File: config.mk
export PLATFORM = sky130hd
export DESIGN_NAME = cu_multicycle
export DESIGN_NICKNAME = d
export VERILOG_FILES = /design/src/rtl/cu_multicycle.sv
export SDC_FILE = /design/constraint.sdc
export NUM_CORES = 1
export LEC_CHECK = 0
export BUFFER_PORTS_ARGS = -buffer_cell sky130_fd_sc_hd__buf_2
export CAP_MARGIN = 10
export CORE_AREA = 2 2 58 66
export CTS_CLUSTER_SIZE = 16
export DETAILED_ROUTE_END_ITERATION = 8
export DIE_AREA = 0 0 60 68
export PLACE_DENSITY_LB_ADDON = 0.08
export SYNTH_ARGS = -nofsm -noshare
export SYNTH_HDL_FRONTEND = slang
export SYNTH_SLANG_ARGS = --single-unit
File: constraint.sdc
create_clock -name clk -period 2.5 [get_ports clk]
set_input_delay 0.25 -clock clk [delete_from_list [all_inputs] [get_ports clk]]
set_output_delay 0.25 -clock clk [all_outputs]
set_load 0.01 [all_outputs]
File: src/rtl/cu_multicycle.sv
// Multicycle RISC-V control unit: fetch/decode/execute/memory/writeback FSM with
// combinational field decode, a per-request memory timeout and a sticky trap state.
module cu_multicycle #(
  parameter int unsigned MEM_TIMEOUT = 15,
  parameter int unsigned TIMEOUT_W   = 4
) (
  input  logic        clk,
  input  logic        reset,
  input  logic [31:0] insn,
  input  logic        LU,
  input  logic        LS,
  input  logic        EQ,
  input  logic        mem_ready,
  output logic        mem_req,
  output logic        mem_we,
  output logic        pc_we,
  output logic        insn_we,
  output logic        rd_we,
  output logic        addr_sel,
  output logic        pc_next_sel,
  output logic        pc_alu_sel,
  output logic        sub_sra,
  output logic        alu_sel_a,
  output logic        alu_sel_b,
  output logic [2:0]  func,
  output logic [1:0]  rd_sel,
  output logic [1:0]  mem_size,
  output logic [2:0]  mem_extend,
  output logic [4:0]  rs1,
  output logic [4:0]  rs2,
  output logic [4:0]  rd,
  output logic [2:0]  state,
  output logic        fault
);

  typedef enum logic [2:0] {
    StFetch  = 3'd0,
    StDecode = 3'd1,
    StExec   = 3'd2,
    StMem    = 3'd3,
    StWb     = 3'd4,
    StTrap   = 3'd5
  } state_e;

  localparam logic [6:0] OpLoad   = 7'b0000011;
  localparam logic [6:0] OpStore  = 7'b0100011;
  localparam logic [6:0] OpBranch = 7'b1100011;
  localparam logic [6:0] OpAluI   = 7'b0010011;
  localparam logic [6:0] OpAluR   = 7'b0110011;
  localparam logic [6:0] OpLui    = 7'b0110111;
  localparam logic [6:0] OpAuipc  = 7'b0010111;
  localparam logic [6:0] OpJal    = 7'b1101111;
  localparam logic [6:0] OpJalr   = 7'b1100111;

  state_e               state_q, state_d;
  logic [TIMEOUT_W-1:0] cnt_q, cnt_d;
  logic [TIMEOUT_W:0]   cnt_inc;
  logic                 timeout_hit;

  logic [6:0] opcode;
  logic [2:0] funct3;
  logic is_r, is_i, is_load, is_store, is_branch, is_lui, is_auipc, is_jal, is_jalr;
  logic valid_op, bad_branch, taken;
  logic mem_req_c, mem_we_c, pc_we_c, insn_we_c, rd_we_c;
  logic unused_insn;

  assign opcode    = insn[6:0];
  assign funct3    = insn[14:12];
  assign is_r      = (opcode == OpAluR);
  assign is_i      = (opcode == OpAluI);
  assign is_load   = (opcode == OpLoad);
  assign is_store  = (opcode == OpStore);
  assign is_branch = (opcode == OpBranch);
  assign is_lui    = (opcode == OpLui);
  assign is_auipc  = (opcode == OpAuipc);
  assign is_jal    = (opcode == OpJal);
  assign is_jalr   = (opcode == OpJalr);
  assign valid_op  = is_r | is_i | is_load | is_store | is_branch | is_lui | is_auipc |
                     is_jal | is_jalr;
  assign bad_branch = is_branch && (funct3 == 3'b010 || funct3 == 3'b011);
  assign unused_insn = ^{insn[31], insn[29:25]};

  assign rs1        = insn[19:15];
  assign rs2        = insn[24:20];
  assign rd         = insn[11:7];
  assign mem_size   = insn[13:12];
  assign mem_extend = insn[14:12];
  assign func       = (is_r || is_i) ? funct3 : 3'b000;
  assign sub_sra    = is_r ? insn[30] :
                      is_i ? (funct3 == 3'b101 && insn[30]) : is_branch;
  assign rd_sel     = is_load ? 2'b00 : is_lui ? 2'b01 : (is_jal || is_jalr) ? 2'b11 : 2'b10;
  assign alu_sel_a  = is_jal | is_auipc;
  assign alu_sel_b  = ~(is_r | is_branch);

  always_comb begin
    taken = 1'b0;
    case (funct3)
      3'b000:  taken = EQ;
      3'b001:  taken = ~EQ;
      3'b100:  taken = LS;
      3'b101:  taken = ~LS;
      3'b110:  taken = LU;
      3'b111:  taken = ~LU;
      default: taken = 1'b0;
    endcase
  end

  // Limit is reached on the wait cycle that would bring the count up to MEM_TIMEOUT.
  assign cnt_inc     = {1'b0, cnt_q} + (TIMEOUT_W + 1)'(1);
  assign timeout_hit = (MEM_TIMEOUT != 0) && (cnt_inc == (TIMEOUT_W + 1)'(MEM_TIMEOUT));

  always_comb begin
    state_d     = state_q;
    mem_req_c   = 1'b0;
    mem_we_c    = 1'b0;
    pc_we_c     = 1'b0;
    insn_we_c   = 1'b0;
    rd_we_c     = 1'b0;
    addr_sel    = 1'b0;
    pc_alu_sel  = 1'b0;
    pc_next_sel = 1'b0;
    case (state_q)
      StFetch: begin
        mem_req_c = 1'b1;
        if (mem_ready) begin
          insn_we_c = 1'b1;
          state_d   = StDecode;
        end else if (timeout_hit) begin
          state_d = StTrap;
        end
      end
      StDecode: state_d = (!valid_op || bad_branch) ? StTrap : StExec;
      StExec: begin
        if (is_branch) begin
          pc_we_c    = 1'b1;
          pc_alu_sel = taken;
          state_d    = StFetch;
        end else if (is_load || is_store) begin
          state_d = StMem;
        end else begin
          state_d = StWb;
        end
      end
      StMem: begin
        mem_req_c = 1'b1;
        addr_sel  = 1'b1;
        mem_we_c  = is_store;
        if (mem_ready) begin
          pc_we_c = is_store;
          state_d = is_store ? StFetch : StWb;
        end else if (timeout_hit) begin
          state_d = StTrap;
        end
      end
      StWb: begin
        rd_we_c     = 1'b1;
        pc_we_c     = 1'b1;
        pc_next_sel = is_jal | is_jalr;
        state_d     = StFetch;
      end
      StTrap:  state_d = StTrap;
      default: state_d = StFetch;
    endcase

    cnt_d = cnt_q;
    if ((state_d == StFetch || state_d == StMem) && state_d != state_q) begin
      cnt_d = '0;
    end else if (mem_req_c && !mem_ready) begin
      cnt_d = cnt_inc[TIMEOUT_W-1:0];
    end
  end

  // Reset forces every enable low in the same cycle, even mid-request.
  assign mem_req = mem_req_c & ~reset;
  assign mem_we  = mem_we_c & ~reset;
  assign pc_we   = pc_we_c & ~reset;
  assign insn_we = insn_we_c & ~reset;
  assign rd_we   = rd_we_c & ~reset;
  assign state   = state_q;
  assign fault   = (state_q == StTrap);

  always_ff @(posedge clk) begin
    if (reset) begin
      state_q <= StFetch;
      cnt_q   <= '0;
    end else begin
      state_q <= state_d;
      cnt_q   <= cnt_d;
    end
  end

endmodule

==> results of run 1 <==
-- power by group through the flow --
| stage | combinational (W) | sequential [W] | clock, W |
|---|---|---|---|
| floorplan | 0.000146 | 0.000138 | 0 |
| CTS | 0.000160 | 0.000148 | 0.000173 |
| global route | 0.000180 | 0.000151 | 0.000180 |
| detailed placement | 0.000159 | 0.000150 | 0 |
| finish | 0.000157 | 0.000148 | 0.000166 |
| global placement | 0.000156 | 0.000149 | 0 |
-- worst max-delay path: cells and delay by family (launching register included) --
kind / cells / cell delay, ps
AO/OA/AOI/OAI: 2 / 540
flip-flops: 1 / 420
adder cells (fa/ha/maj): 1 / 220
buffers and inverters: 1 / 70
AND/OR/NAND/NOR: 3 / 490
-- kinds of logic after synthesis --
kind of cell    Yosys count  synth area share, %
xor+xnor                  6                5.271
flops                     7                14.05
mux                       2                2.133
buf+inv                  32                22.08
fa+ha+maj                 2                2.509
compound gates           27                20.70
simple gates             57                33.25
-- per-stage QoR --
stage	setup slack, ps	hold slack (ps)	power [W]
final	623.1	327.3	0.0004706
after global routing	400.3	339.8	0.0005112
after CTS	566.8	320.2	0.0004801
after detailed placement	580.1	500.1	0.0003089
after global placement	629.4	500.1	0.0003055
after floorplan	836.1	350.9	0.0002843
-- sequential cells by signal (all words and copies together), names as in the netlist --
name / cells
state: 3
cnt_q: 4
-- cell type report --
type	count	area, sq um	area share [%]
flip-flops and latches	7	140.1	12.56
inverters	7	26.28	2.354
clock buffers	4	45.04	4.036
repair buffers	41	205.2	18.39
well taps	50	62.56	5.605
multi-input cells	94	636.9	57.06
-- cell usage in the layout (no fill, tap or decap), types with 3 or more instances in the layout --
cell       synthesis  layout
nand2_1            8       8
a21oi_1            5       5
clkbuf_8           0       3
nand3b_1           3       3
nor2_1            11      11
xor2_1             3       3
nand3_1            4       4
buf_2              2      41
dfxtp_1            7       7
o2111ai_1          3       3
xnor2_1            3       3
o31ai_1            3       3
o21ai_0            3       3
inv_1              7       7
nor3_1            11      11
and2_1             4       4
-- routing by layer --
metal / GRT usage [%] / vias up
li1: - / 502
met1: 16.50 / 460
met2: 26.90 / 52
met3: 2.836 / 4
met4: 7.222 / 0
met5: 0 / -
-- worst max path at each step --
stage | depth (start not counted) | start | to | slack (ps)
floorplan | 7 | cnt_q[0] | cnt_q[1] | 840
global placement | 7 | cnt_q[0] | cnt_q[1] | 630
detailed placement | 7 | cnt_q[0] | cnt_q[1] | 580
CTS | 7 | cnt_q[0] | cnt_q[1] | 570
global route | 7 | cnt_q[0] | cnt_q[1] | 400
finish | 7 | cnt_q[0] | cnt_q[1] | 620
==> results.ini, run 1 <==
[setup_path]
end_kind = flop
cp_slowest_stage_delay_ps = 440
crit_chain = inv_1, ha_1, and4b_1, nor3_1, nand2_2, a221oi_2, a2111oi_2
path_class = flop to flop
critPathRequiredTime_ps = 2600
arrival_ps = 1970
start_kind = flop
crit_fanout = 6
cp_slowest_cell = a221oi_2
r2r_slack_ps = 620
reg2reg_from = cnt_q[0]
crit-reg2reg-capture = cnt_q[1]
rr_worst_depth = 7

[sta]
fin_tns_setup_ps = 0
slew_violations = 0
final.setup_skew_ps = 4.336
period_needed_ps = 1877
hold_viol = 0
finalCritPeriodShare_pct = 75.08
fmax_mhz = 532.8
slew_headroom_pct = 65.10
worst_pin_slew_ps = 522.8
report.final.setup_viol = 0
rsz0062_at_grt = false

[power_and_ir_drop]
combPwrFrac_pct = 33.3
clkPwrFrac_pct = 35.2
peakVddDrop_mv = 0.1251
p_leak_nw = 0.4968
cellPowerDensity_nw_per_um2 = 421.6
p_sw_w = 0.0001687
internal_power_w = 0.0003019
seqPwrFrac_pct = 31.5
swShare_pct = 35.85

[clock_network]
postCtsResizedCells = 0
worstSkewPairLatency_ps = 230
clock_sinks = 7
cts_buffer_depth = 2
cts_buffers = 3
clockRootBuffer = clkbuf_8
cts_tree = yes
clk_pin_slew_worst_paths_ps = 40
post_cts_buffers = 0
cts_hold_buffers = 0
cts_htree_levels = 1

[yosys]
yosysUniqueCellTypes = 45
synthFlopType = dfxtp_1
mappedNetlistNets = 173
ys_seq_area_share_pct = 14.05
synth_top_area_share_pct = 15.06
ys_ff_latch = 7
synthTopCellsByCount = buf_4 (20), nor2_1 (11), nor3_1 (11)
syn_avg_cell_area_sq_um = 7.498
synth.most_common_cell = buf_4
synth.area.top_cells = buf_4 (15%), dfxtp_1 (14%), nor3_1 (5.5%)
synth_edf_count = 0
synth_top_area_cell = buf_4
yosys_warnings = 0
synth_cells = 133
syn-cell-area_sq_um = 997.2
async_flop_share_pct = 0

[hold_path]
min_to = state[1]
hold_class = primary input to flop
min_delay_path_depth = 2
hp-start = insn[6]

[status]
status = finished clean

[cells_and_area]
drive_gt1_share_pct = 33.33
diodes = 0
stdcell_area_sq_um = 1116
fill_cells = 406
utilization_pct = 32.05
nets = 194
stdcell_count = 203
area_growth_pct = 11.92

[grt]
antenna_found_initial = 0
grt_pass1_wl_mm = 4.623
track_usage_pct = 14.93
grt_max_degree = 15
grt_overflow = 0
grt_pass1_vias = 998

[drt]
wl_per_cell_um = 13.84
antenna_left = 0
drc = 0
highest_layer = met4
drt_iter0_drc = 42
wl_met3_um = 195
wl_met2_mm = 1.433
wl_mm = 2.810
vias_per_cell = 5.015
met1_length_mm = 1.147
dr.pass1.iters = 4
num_vias = 1018

[floorplan]
dieHeight_um = 68
dieWidth_um = 60
row_count = 23
io_pins = 78
die-area_sq_um = 4080
core-area_sq_um = 3482
start_util_pct = 28.64

[placement]
place_congestion = 0.7306
port_buffers = 41
placed_area_sq_um = 1071
post-dp-hpwl_mm = 2.210
dp_cells = 199

[flow_run]
maxCapViolations = 0

No activity file was read; power rests on OpenSTA's default activity.
==> run 2: changes to the inputs <==
--- a/config.mk
+++ b/config.mk
@@ -5,6 +5,7 @@
 export SDC_FILE = /design/constraint.sdc
 export NUM_CORES = 1
 export LEC_CHECK = 0
+export ABC_AREA = 1
 export BUFFER_PORTS_ARGS = -buffer_cell sky130_fd_sc_hd__buf_2
 export CAP_MARGIN = 10
 export CORE_AREA = 2 2 58 66
==> constraint.sdc (replaced) <==
create_clock -name clk -period 1.9 [get_ports clk]
set_input_delay 0.19 -clock clk [delete_from_list [all_inputs] [get_ports clk]]
set_output_delay 0.19 -clock clk [all_outputs]
set_load 0.01 [all_outputs]
==> run 2 against run 1 <==
Compared with the run above:
- worst hold slack got worse by 58 ps
- critical path depth fell by 2
- synthesized area fell by 0.25%
- critical path type is now flop to output pin
- via count rose by 1.9%
- combinational power rose by 120%
- final cell count rose by 20%
- largest power group is now combinational logic
- global-route usage fell by 2.2 points
- synthesized cell count rose by 28%
==> results.ini, run 2 <==
[placement]
post-dp-hpwl_mm = 2.168  ; -1.9%
port_buffers = 41  ; unchanged
pre_cts_slack_ps = 255.9  ; -324.2 ps
place_congestion = 0.7805  ; +6.8%
dp_cells = 240  ; +21%

[grt]
antenna_found_initial = 0  ; unchanged
grtUsageMet2_pct = 23.64  ; -3.3 points
grt_util_met1_pct = 13.40  ; -3.1 points
met3_usage_pct = 3.214  ; +0.38 points
track_usage_pct = 12.78  ; -2.2 points
grt_pass1_vias = 1010  ; +1.2%
grt_overflow = 0  ; unchanged
busiest_layer = met2
grt_max_degree = 10  ; -5
grt_pass1_wl_mm = 4.050  ; -12%

[yosys]
synthFlopType = dfxtp_1
synth_top_area_share_pct = 15.85  ; +0.79 points
synth_top_area_cell = buf_4
yosysUniqueCellTypes = 26  ; -42%
synthTopCellsByCount = nand2_1 (31), nor2_1 (30), inv_1 (25)
synth.most_common_cell = nand2_1
synth_edf_count = 0  ; unchanged
ys_seq_area_share_pct = 14.09  ; +0.035 points
async_flop_share_pct = 0  ; unchanged
mappedNetlistNets = 210  ; +21%
synth_cells = 170  ; +28%
synth.area.top_cells = buf_4 (16%), dfxtp_1 (14%), nand2_1 (12%)
syn-cell-area_sq_um = 994.7  ; -0.25%
yosys_warnings = 0  ; unchanged
syn_avg_cell_area_sq_um = 5.851  ; -22%
ys_ff_latch = 7  ; unchanged

[sta]
slew_headroom_pct = 81.06  ; +16 points
worst_pin_slew_ps = 282.6  ; -240.2 ps
finalCritPeriodShare_pct = 87.63
report.final.setup_viol = 0  ; unchanged
rsz0062_at_grt = false
slew_violations = 0  ; unchanged
fmax_mhz = 600.6
layout_setup_ws_ps = 235.0  ; -388.1 ps
fin_tns_setup_ps = 0  ; unchanged
final.setup_skew_ps = 1.283  ; -3.053 ps
hold_viol = 0  ; unchanged
period_needed_ps = 1665

[cells_and_area]
final_cell_mix = buf_2 (41), nand2_1 (31), nor2_1 (30)
area_growth_pct = 15.60
stdcell_count = 244  ; +20%
drive_gt1_share_pct = 32.99  ; -0.34 points
largest_reg_flops = 4  ; unchanged
layout_commonest_cell = buf_2
nets = 235  ; +21%
top_register = cnt_q
diodes = 0  ; unchanged
utilization_pct = 33.02  ; +0.97 points

[setup_path]
cp_slowest_cell = dfxtp_1
crit_buf_inv = 2  ; +1
crit_fanout = 4  ; -2
critPathRequiredTime_ps = 1710  ; -890 ps
crit_family = flip-flops
arrival_ps = 1470  ; -500 ps
reg2reg_from = cnt_q[0]
end_kind = output pin
setup.worst_path.start = state[1]
cp_slowest_stage_delay_ps = 360  ; -80 ps
crit_chain = inv_1, nor3_2, nand2_1, a311oi_1, buf_2
path_class = flop to output pin
start_kind = flop

[power_and_ir_drop]
seqPwrFrac_pct = 27.4  ; -4.1 points
clkPwrFrac_pct = 27.2  ; -8.0 points
p_leak_nw = 0.6613  ; +33%
swShare_pct = 40.26  ; +4.4 points
peakVddDrop_mv = 0.1889  ; +51%
combPwrFrac_pct = 45.4  ; +12 points
internal_power_w = 0.0004562  ; +51%
p_sw_w = 0.0003074  ; +82%
cellPowerDensity_nw_per_um2 = 664.1  ; +58%

[drt]
vias_per_cell = 4.250  ; -15%
antenna_left = 0  ; unchanged
wl_mm = 2.445  ; -13%
num_vias = 1037  ; +1.9%
wl_per_cell_um = 10.02  ; -28%
drt_iter0_drc = 19  ; -55%
drc = 0  ; unchanged
dr.pass1.iters = 5  ; +1

[clock_network]
cts_htree_levels = 1  ; unchanged
clk_pin_slew_worst_paths_ps = 40  ; about the same
clock_sinks = 7  ; unchanged
clockRootBuffer = clkbuf_8
cts_buffers = 3  ; unchanged
cts_buffer_depth = 2  ; unchanged
post_cts_buffers = 0  ; unchanged
cts_tree = yes
worstSkewPairLatency_ps = 220  ; about the same
postCtsResizedCells = 0  ; unchanged
cts_hold_buffers = 0  ; unchanged

[floorplan]
core-area_sq_um = 3482  ; unchanged
dieWidth_um = 60  ; unchanged
io_pins = 78  ; unchanged
dieHeight_um = 68  ; unchanged
start_util_pct = 28.57  ; -0.072 points
row_count = 23  ; unchanged
die-area_sq_um = 4080  ; unchanged

[flow_run]
maxCapViolations = 0  ; unchanged

[status]
status = finished clean

[hold_path]
hold_class = primary input to flop
hp-start = reset

run 2: cell count changes after synthesis, moves of 4 or more:
| cell | change |
|---|---|
| and2_1 | -4 |
| nand3_1 | +6 |
| nor2_1 | +19 |
| nand2_1 | +23 |
| inv_2 | +4 |
| inv_1 | +18 |
| nor3_1 | -8 |
| nand3_2 | +4 |
run 2: final cells by class:
type,count,area [sq um]
flip-flops and latches,7,140.1
fillers,406,2332
clock buffers,4,45.04
multi-input cells,113,588.1
repair buffers,41,205.2
well taps,50,62.56
inverters,29,108.9
run 2: power groups by stage:
stage	Clock, W	Combinational (W)	Sequential (W)
6_report	0.000208	0.000347	0.000209
5_1_grt	0.000223	0.000395	0.000214
4_1_cts	0.000214	0.000355	0.000210
3_5_place_dp	0	0.000353	0.000212
3_3_place_gp	0	0.000351	0.000212
2_1_floorplan	0	0.000287	0.000211
run 2: worst paths after layout:
path,end,slack [ps],cells past startpoint
min reg2reg,cnt_q[3],570,4
max reg2reg,cnt_q[3],270,11
min,state[2],270,2
max,pc_alu_sel,240,5
run 2: kinds of logic after synthesis:
kind of cell | Yosys count | synth area share, %
AO/OA/AOI/OAI | 14 | 8.302
XOR/XNOR | 3 | 2.642
adder cells (fa/ha/maj) | 2 | 2.515
buffers and inverters | 50 | 26.79
flip-flops | 7 | 14.09
multiplexers | 1 | 1.006
AND/OR/NAND/NOR | 93 | 44.65
run 2: metal layers:
layer  vias to the layer above  share of wire, %
li1                        557                 -
met1                       445                39
met2                        29                54
met3                         6               4.9
met4                         0               2.0
met5                         -                 0
run 2: stage by stage:
step | instance area, sq um | hold WS, ps | power (W)
2_1_floorplan | 994.7 | 402.2 | 0.0004979
3_5_place_dp | 1105 | 380.1 | 0.0005657
4_1_cts | 1150 | 261.7 | 0.0007782
3_3_place_gp | 1105 | 380.1 | 0.0005632
6_report | 1150 | 269.6 | 0.0007636
5_1_grt | 1150 | 278.9 | 0.0008323
